$ cat src/rtl/cmos_bringup_ctrl_pkg.sv
`default_nettype none
// ============================================================================
// cmos_bringup_ctrl_pkg : state codes and constant helpers for the OV5640 bring-up sequencer
// Revision: 1.0
// ============================================================================
package cmos_bringup_ctrl_pkg;

  localparam int STATE_W = 3;

  typedef enum logic [STATE_W-1:0] {
    S_PWDN   = 3'd0,
    S_RST    = 3'd1,
    S_SETTLE = 3'd2,
    S_CFG    = 3'd3,
    S_LOCK   = 3'd4,
    S_RUN    = 3'd5,
    S_FAIL   = 3'd6
  } state_t;

  function automatic int max_int(input int a, input int b);
    return (a > b) ? a : b;
  endfunction

endpackage
`default_nettype wire

$ cat src/rtl/cmos_vsync_sync.sv
`default_nettype none
// ============================================================================
// cmos_vsync_sync : two-flop synchroniser for raw sensor vsync plus rising-edge pulse
// Revision: 1.0
// ============================================================================
module cmos_vsync_sync (
  input  logic clk,
  input  logic rst,
  input  logic async_in,
  output logic rise_o
);

  logic r_meta;
  logic r_sync;
  logic r_sync_d;

  always_ff @(posedge clk) begin
    if (rst) begin
      r_meta   <= 1'b0;
      r_sync   <= 1'b0;
      r_sync_d <= 1'b0;
    end else begin
      r_meta   <= async_in;
      r_sync   <= r_meta;
      r_sync_d <= r_sync;
    end
  end

  // Built only from flops, so the pulse is one clean clk wide
  assign rise_o = r_sync & ~r_sync_d;

endmodule
`default_nettype wire

$ cat src/rtl/cmos_bringup_ctrl.sv
`default_nettype none
// ============================================================================
// cmos_bringup_ctrl : OV5640 power-up, config supervision and vsync lock sequencer.
// Optional frame counter output enabled by macro CMOS_BRINGUP_FRAME_CNT_EN.
// Revision: 1.0
// ============================================================================
module cmos_bringup_ctrl
  import cmos_bringup_ctrl_pkg::*;
#(
  parameter int PWDN_CYCLES   = 50_000,
  parameter int RST_CYCLES    = 50_000,
  parameter int SETTLE_CYCLES = 1_000_000,
  parameter int MAX_RETRY     = 3,
  parameter int LOCK_FRAMES   = 4,
  parameter int VS_TIMEOUT    = 4_000_000
) (
  input  logic               clk,
  input  logic               rst,
  input  logic               restart,
  input  logic               cfg_done,
  input  logic               cfg_error,
  input  logic               cmos_vsync,
  output logic               cmos_pwdn,
  output logic               cmos_rst_n,
  output logic               cfg_rst,
  output logic               stream_en,
  output logic               locked,
  output logic               fail,
  output logic [3:0]         retry_cnt,
  output logic [STATE_W-1:0] state_o
`ifdef CMOS_BRINGUP_FRAME_CNT_EN
  ,
  output logic [15:0]        frame_cnt
`endif
);

  localparam int c_max_cyc = max_int(max_int(PWDN_CYCLES, RST_CYCLES),
                                     max_int(SETTLE_CYCLES, VS_TIMEOUT));
  localparam int c_cnt_w   = $clog2(c_max_cyc) + 1;
  localparam int c_edge_w  = $clog2(LOCK_FRAMES) + 1;

  localparam logic [c_cnt_w-1:0]  c_pwdn_last   = c_cnt_w'(PWDN_CYCLES - 1);
  localparam logic [c_cnt_w-1:0]  c_rst_last    = c_cnt_w'(RST_CYCLES - 1);
  localparam logic [c_cnt_w-1:0]  c_settle_last = c_cnt_w'(SETTLE_CYCLES - 1);
  localparam logic [c_cnt_w-1:0]  c_to_last     = c_cnt_w'(VS_TIMEOUT - 1);
  localparam logic [c_edge_w-1:0] c_edge_last   = c_edge_w'(LOCK_FRAMES - 1);

  state_t              r_state;
  logic [c_cnt_w-1:0]  r_dly_cnt;
  logic [c_cnt_w-1:0]  r_to_cnt;
  logic [c_edge_w-1:0] r_edge_cnt;
  logic [3:0]          r_retry;

  logic       w_vs_rise;
  logic       w_in_watch;
  logic       w_last_edge;
  logic       w_retry_evt;
  logic       w_retry_fail;
  logic [3:0] w_retry_nx;

  cmos_vsync_sync u_vsync_sync (
    .clk      (clk),
    .rst      (rst),
    .async_in (cmos_vsync),
    .rise_o   (w_vs_rise)
  );

  assign w_in_watch   = (r_state == S_LOCK) || (r_state == S_RUN);
  assign w_last_edge  = (r_edge_cnt == c_edge_last);
  assign w_retry_nx   = r_retry + 4'd1;
  assign w_retry_fail = (w_retry_nx >= 4'(MAX_RETRY));
  // Config error (beats a simultaneous done) or a vsync gap; an edge on the last timeout cycle still counts
  assign w_retry_evt  = ((r_state == S_CFG) && cfg_error) ||
                        (w_in_watch && !w_vs_rise && (r_to_cnt == c_to_last));

  always_ff @(posedge clk) begin
    if (rst) begin
      r_state    <= S_PWDN;
      r_dly_cnt  <= '0;
      r_to_cnt   <= '0;
      r_edge_cnt <= '0;
      r_retry    <= '0;
      cmos_pwdn  <= 1'b1;
      cmos_rst_n <= 1'b0;
      cfg_rst    <= 1'b1;
      stream_en  <= 1'b0;
      locked     <= 1'b0;
      fail       <= 1'b0;
    end else begin
      // Pin outputs trail the state register by one clock; stream_en is gated on leaving RUN instead
      cmos_pwdn  <= (r_state == S_PWDN) || (r_state == S_FAIL);
      cmos_rst_n <= (r_state inside {S_SETTLE, S_CFG, S_LOCK, S_RUN});
      cfg_rst    <= (r_state inside {S_PWDN, S_RST, S_SETTLE, S_FAIL});
      locked     <= (r_state == S_RUN);
      fail       <= (r_state == S_FAIL);
      stream_en  <= 1'b0;

      if (restart) begin
        r_state    <= S_PWDN;
        r_dly_cnt  <= '0;
        r_to_cnt   <= '0;
        r_edge_cnt <= '0;
        r_retry    <= '0;
      end else if (w_retry_evt) begin
        r_state    <= w_retry_fail ? S_FAIL : S_PWDN;
        r_retry    <= w_retry_nx;
        r_dly_cnt  <= '0;
        r_to_cnt   <= '0;
        r_edge_cnt <= '0;
      end else begin
        case (r_state)
          S_PWDN: begin
            if (r_dly_cnt == c_pwdn_last) begin
              r_dly_cnt <= '0;
              r_state   <= S_RST;
            end else begin
              r_dly_cnt <= r_dly_cnt + 1'b1;
            end
          end
          S_RST: begin
            if (r_dly_cnt == c_rst_last) begin
              r_dly_cnt <= '0;
              r_state   <= S_SETTLE;
            end else begin
              r_dly_cnt <= r_dly_cnt + 1'b1;
            end
          end
          S_SETTLE: begin
            if (r_dly_cnt == c_settle_last) begin
              r_dly_cnt <= '0;
              r_state   <= S_CFG;
            end else begin
              r_dly_cnt <= r_dly_cnt + 1'b1;
            end
          end
          S_CFG: begin
            if (cfg_done) begin
              r_state    <= S_LOCK;
              r_to_cnt   <= '0;
              r_edge_cnt <= '0;
            end
          end
          S_LOCK: begin
            if (w_vs_rise) begin
              r_to_cnt <= '0;
              if (w_last_edge) begin
                r_state <= S_RUN;
              end else begin
                r_edge_cnt <= r_edge_cnt + 1'b1;
              end
            end else begin
              r_to_cnt <= r_to_cnt + 1'b1;
            end
          end
          S_RUN: begin
            stream_en <= 1'b1;
            if (w_vs_rise) begin
              r_to_cnt <= '0;
            end else begin
              r_to_cnt <= r_to_cnt + 1'b1;
            end
          end
          S_FAIL: begin
            r_state <= S_FAIL;
          end
          default: begin
            r_state <= S_PWDN;
          end
        endcase
      end
    end
  end

  assign retry_cnt = r_retry;
  assign state_o   = r_state;

`ifdef CMOS_BRINGUP_FRAME_CNT_EN
  logic [15:0] r_frame_cnt;

  // The edge that completes the lock is the reference point, not a counted frame
  always_ff @(posedge clk) begin
    if (rst) begin
      r_frame_cnt <= '0;
    end else if (!restart && w_vs_rise) begin
      if ((r_state == S_LOCK) && w_last_edge) begin
        r_frame_cnt <= '0;
      end else if (r_state == S_RUN) begin
        r_frame_cnt <= r_frame_cnt + 16'd1;
      end
    end
  end

  assign frame_cnt = r_frame_cnt;
`endif

endmodule
`default_nettype wire
$ cat config.mk
export PLATFORM = sky130hd
export DESIGN_NAME = cmos_bringup_ctrl
export DESIGN_NICKNAME = d
export VERILOG_FILES = /design/src/rtl/cmos_bringup_ctrl_pkg.sv /design/src/rtl/cmos_vsync_sync.sv /design/src/rtl/cmos_bringup_ctrl.sv
export SDC_FILE = /design/constraint.sdc
export NUM_CORES = 1
export LEC_CHECK = 0
export BUFFER_PORTS_ARGS = -buffer_cell sky130_fd_sc_hd__buf_2
export CORE_ASPECT_RATIO = 1.5
export CORE_MARGIN = 2
export CORE_UTILIZATION = 30
export DETAILED_ROUTE_END_ITERATION = 8
export PLACE_DENSITY_LB_ADDON = 0.2
export SYNTH_ARGS = -nofsm -noshare
export SYNTH_HDL_FRONTEND = slang
export SYNTH_SLANG_ARGS = --single-unit
export TNS_END_PERCENT = 50
$ cat constraint.sdc
create_clock -name clk -period 5.1 [get_ports clk]
set_input_delay 0.51 -clock clk [delete_from_list [all_inputs] [get_ports clk]]
set_output_delay 0.51 -clock clk [all_outputs]
set_load 0.005 [all_outputs]
==> metrics.md <==
| Metric | Value |
|---|---|
| Synth unique cells | `59` |
| Placed cells | `532` |
| Gpl congestion | `0.7421` |
| Worst r2r path cells | `6` |
| Average instance area after synthesis | `8.613 sq um` |
| Clock tree buffer depth | `2` |
| Design area | `0.003785 sq mm` |
| Status | `complete, no violations` |
| Total wire length | `7963 um` |
| Vias | `2868` |
| Hold Buf Count CTS | `0` |
| Synth top area share | `38.94%` |
| P&R area growth vs syn | `13.25%` |
| Vias in the first global route | `2829` |
| WHS Endpoint | `retry_cnt[0]` |
| R2R Path End | `r_dly_cnt[4]` |
| TritonCTS buffer count | `9` |
| Post-synthesis cell count | `388` |
| Worst-case clock skew | `0.007466 ns` |
| Post-DRT Antenna Nets | `0` |
| Core Region | `0.01094 sq mm` |
| Ranking of synthesized cells by area | `dfxtp_1, xnor2_1, nor2_1` |
| Height of the die | `133.3 um` |
| Initial antenna violation count | `0` |
| Clock share of power | `54.5%` |
| Critical Path AT | `3.52 ns` |
| Final min period | `3.345 ns` |
| Tcrit/Tclk final | `65.59%` |
| Post-Synth Adder-Cell Area | `2.246%` |
| Synth top cells by count | `dfxtp_1, nor2_1, nand2_1` |
| F_max | `299.0 MHz` |
| # diodes | `0` |
| R2r setup slk | `1.76 ns` |
| FF-to-FF Start | `state_o[2]` |
| Critical Path RT | `5.28 ns` |
| 1st-pass router iterations | `4` |
| CTS H-tree depth | `3` |
| DIE AREA | `0.01202 sq mm` |
| Setup crit start kind | `flop` |
| Post-synth top area cell | `dfxtp_1` |
| Multi-input logic area | `0.001851 sq mm` |
| 1st-iter DRT viols | `156` |
| VDD IR max | `0.1274 mV` |
| FP Rows | `47` |
| Max-Cap Viols | `0` |
| Clk sinks | `65` |
| Hold path start | `restart` |
| Most common cell in the synthesized netlist | `dfxtp_1` |
| Wirelength per Cell | `14.53 um` |
| DP HPWL | `5637 um` |
| Sw power | `0.0002427 W` |
| I/O Buffers | `18` |
| Clock transition at path regs | `0.06 ns` |
| Net Count, Synth | `400` |
| Multiplexer share of the synthesized area | `0.5990%` |
| EDFF count, synth | `0` |
| Warnings from Yosys | `0` |
| Seq pwr share | `44.0%` |
| Pwr dens | `306.5 mW/mm^2` |
| Count of cells resized by post-cts repair | `0` |
| Slew Viols, Final | `0` |
| Layout Cells excl Fill | `548` |
| First-pass GRT wire length | `13660 um` |
| Share of cells above drive strength 1 | `10.97%` |
| Final Hold Vio Count | `0` |
| Logic pwr share | `1.5%` |
| Largest family of logic cells by synthesized area | `simple AND/OR/NAND/NOR gates` |
| Post-Syn Area | `0.003342 sq mm` |
| # IOs | `19` |
| Tightest Pin Transition | `1.039 ns` |
| Simple-Gate Fraction of Synth Area | `30.89%` |
| Clk_lat worst skew | `0.33 ns` |
| Hold path cells | `2` |
| Via density | `5.234` |
| FILL cells | `1184` |
| Global route overflow | `0` |
| Slew headroom | `30.71%` |
| CTS Root Cell | `clkbuf_16` |
| Initial core utilization | `30.55%` |
| Critical Path End Type | `flop` |
| Synth Flop Type | `dfxtp_1` |
| Int Power | `0.0009174 W` |
| Endpoints failing setup | `0` |
| Asr flop ratio synth | `0%` |
| WS Path Type | `reg2reg` |
| Fin nets | `408` |
| GRT Util Overall | `14.16%` |
| Post-CTS Setup Bufs | `0` |
| Setup TNS | `0 ns` |
| Die Width | `90.18 um` |
| Post-synthesis compound-gate area fraction | `12.47%` |
| Largest net degree at the start of global routing | `25` |
| Reg area | `0.001301 sq mm` |
| DRC violations left | `0` |
| Leak Pwr | `1.221 nW` |
| Worst hold path class | `in2reg` |
| XOR/XNOR Fraction of Synth Area | `9.173%` |
| Net Sw Frac | `20.92%` |
| CP max FO | `24` |
| Seq cells post-synth | `65` |
| CTS tree | `built` |
| Post-DP Area | `0.003478 sq mm` |
| RSZ-0062 raised after global routing | `no` |
| Sequential share of the synthesized area | `38.94%` |
-- cells in the final DEF, fill, tap and decap left out, types with 3 or more instances in the layout --
cell type and instances:
xor2_1 12, nor4_1 11, and3_1 4, inv_1 12
nor4b_1 5, xnor2_1 23, nand2b_1 3, ha_1 6
dfxtp_1 65, nand4b_1 4, a311oi_1 6, nand4_1 12
clkbuf_16 9, buf_2 18, nor3_1 26, and2_1 3
and4_1 7, a41oi_1 4, clkinv_2 3, or3_1 3
a31oi_1 4, nand3_1 20, o21ai_0 12, nand2_1 29
nor2b_1 7, a21oi_1 16, nor2_1 36
-- cell type report --
| type | instances | area share [%] |
|---|---|---|
| multi-input cells | 289 | 48.89 |
| inverters | 12 | 1.190 |
| flip-flops and latches | 65 | 34.38 |
| clock buffers | 11 | 6.678 |
| repair buffers | 19 | 2.579 |
| well taps | 147 | 4.859 |
| clock inverters | 5 | 1.421 |
-- flip-flops by register name, indices dropped and copies added, names as in the netlist --
signal,cells
r_to_cnt,23
u_vsync_sync.r_meta,1
retry_cnt,4
u_vsync_sync.r_sync,1
r_dly_cnt,23
locked,1
cfg_rst,1
r_edge_cnt,3
cmos_rst_n,1
state_o,3
cmos_pwdn,1
fail,1
stream_en,1
u_vsync_sync.r_sync_d,1
-- worst max-delay path: stages, from the launching register on --
cell,delay [ns]
dfxtp_1,0.67
nor2b_1,0.47
nand2_2,0.21
o41a_1,0.59
nand2_1,0.80
buf_4,0.35
nor3_1,0.08
-- cells by family after synthesis --
kind of cell               count (synthesis)
AOI/OAI and AO/OA                         61
DFF                                       65
and+or+nand+nor                          185
xor gates and xnor gates                  35
buffers and inverters                     34
muxes                                      2
adders and majority gates                  6
-- metal layers --
layer / part of all wire, % / vias to the layer above / GRT usage, %
met2: 54 / 55 / 25.52
met5: 0 / - / 0
li1: - / 1420 / -
met1: 41 / 1380 / 15.68
met4: 1.7 / 0 / 7.692
met3: 3.2 / 13 / 2.545
-- through the flow --
step / utilization, % / hold slack [ns] / power (W) / setup slack [ns]
after CTS: 34.60 / 0.3819 / 0.001174 / 1.736
final: 34.60 / 0.3858 / 0.001160 / 1.755
after global placement: 31.80 / 0.4271 / 0.0005394 / 1.883
after global routing: 34.60 / 0.3949 / 0.001198 / 1.419
after floorplan: - / 0.4138 / 0.0005340 / 3.251
after detailed placement: 31.80 / 0.4304 / 0.0005394 / 1.755
-- worst max-delay path by stage --
| stage | from | to |
|---|---|---|
| floorplan | r_dly_cnt[17] | r_dly_cnt[14] |
| global placement | state_o[2] | r_dly_cnt[16] |
| detailed placement | state_o[2] | r_dly_cnt[4] |
| CTS | state_o[2] | r_dly_cnt[4] |
| global route | state_o[2] | r_dly_cnt[3] |
| finish | state_o[2] | r_dly_cnt[4] |
-- power by group through the flow --
stage                logic, W  clock network (W)  registers, W
finish              0.0000172           0.000632      0.000511
global route        0.0000194           0.000667      0.000511
CTS                 0.0000176           0.000645      0.000511
detailed placement  0.0000175                  0      0.000522
global placement    0.0000175                  0      0.000522
floorplan           0.0000126                  0      0.000521
Note: power is estimated with default switching activity, not from simulation.
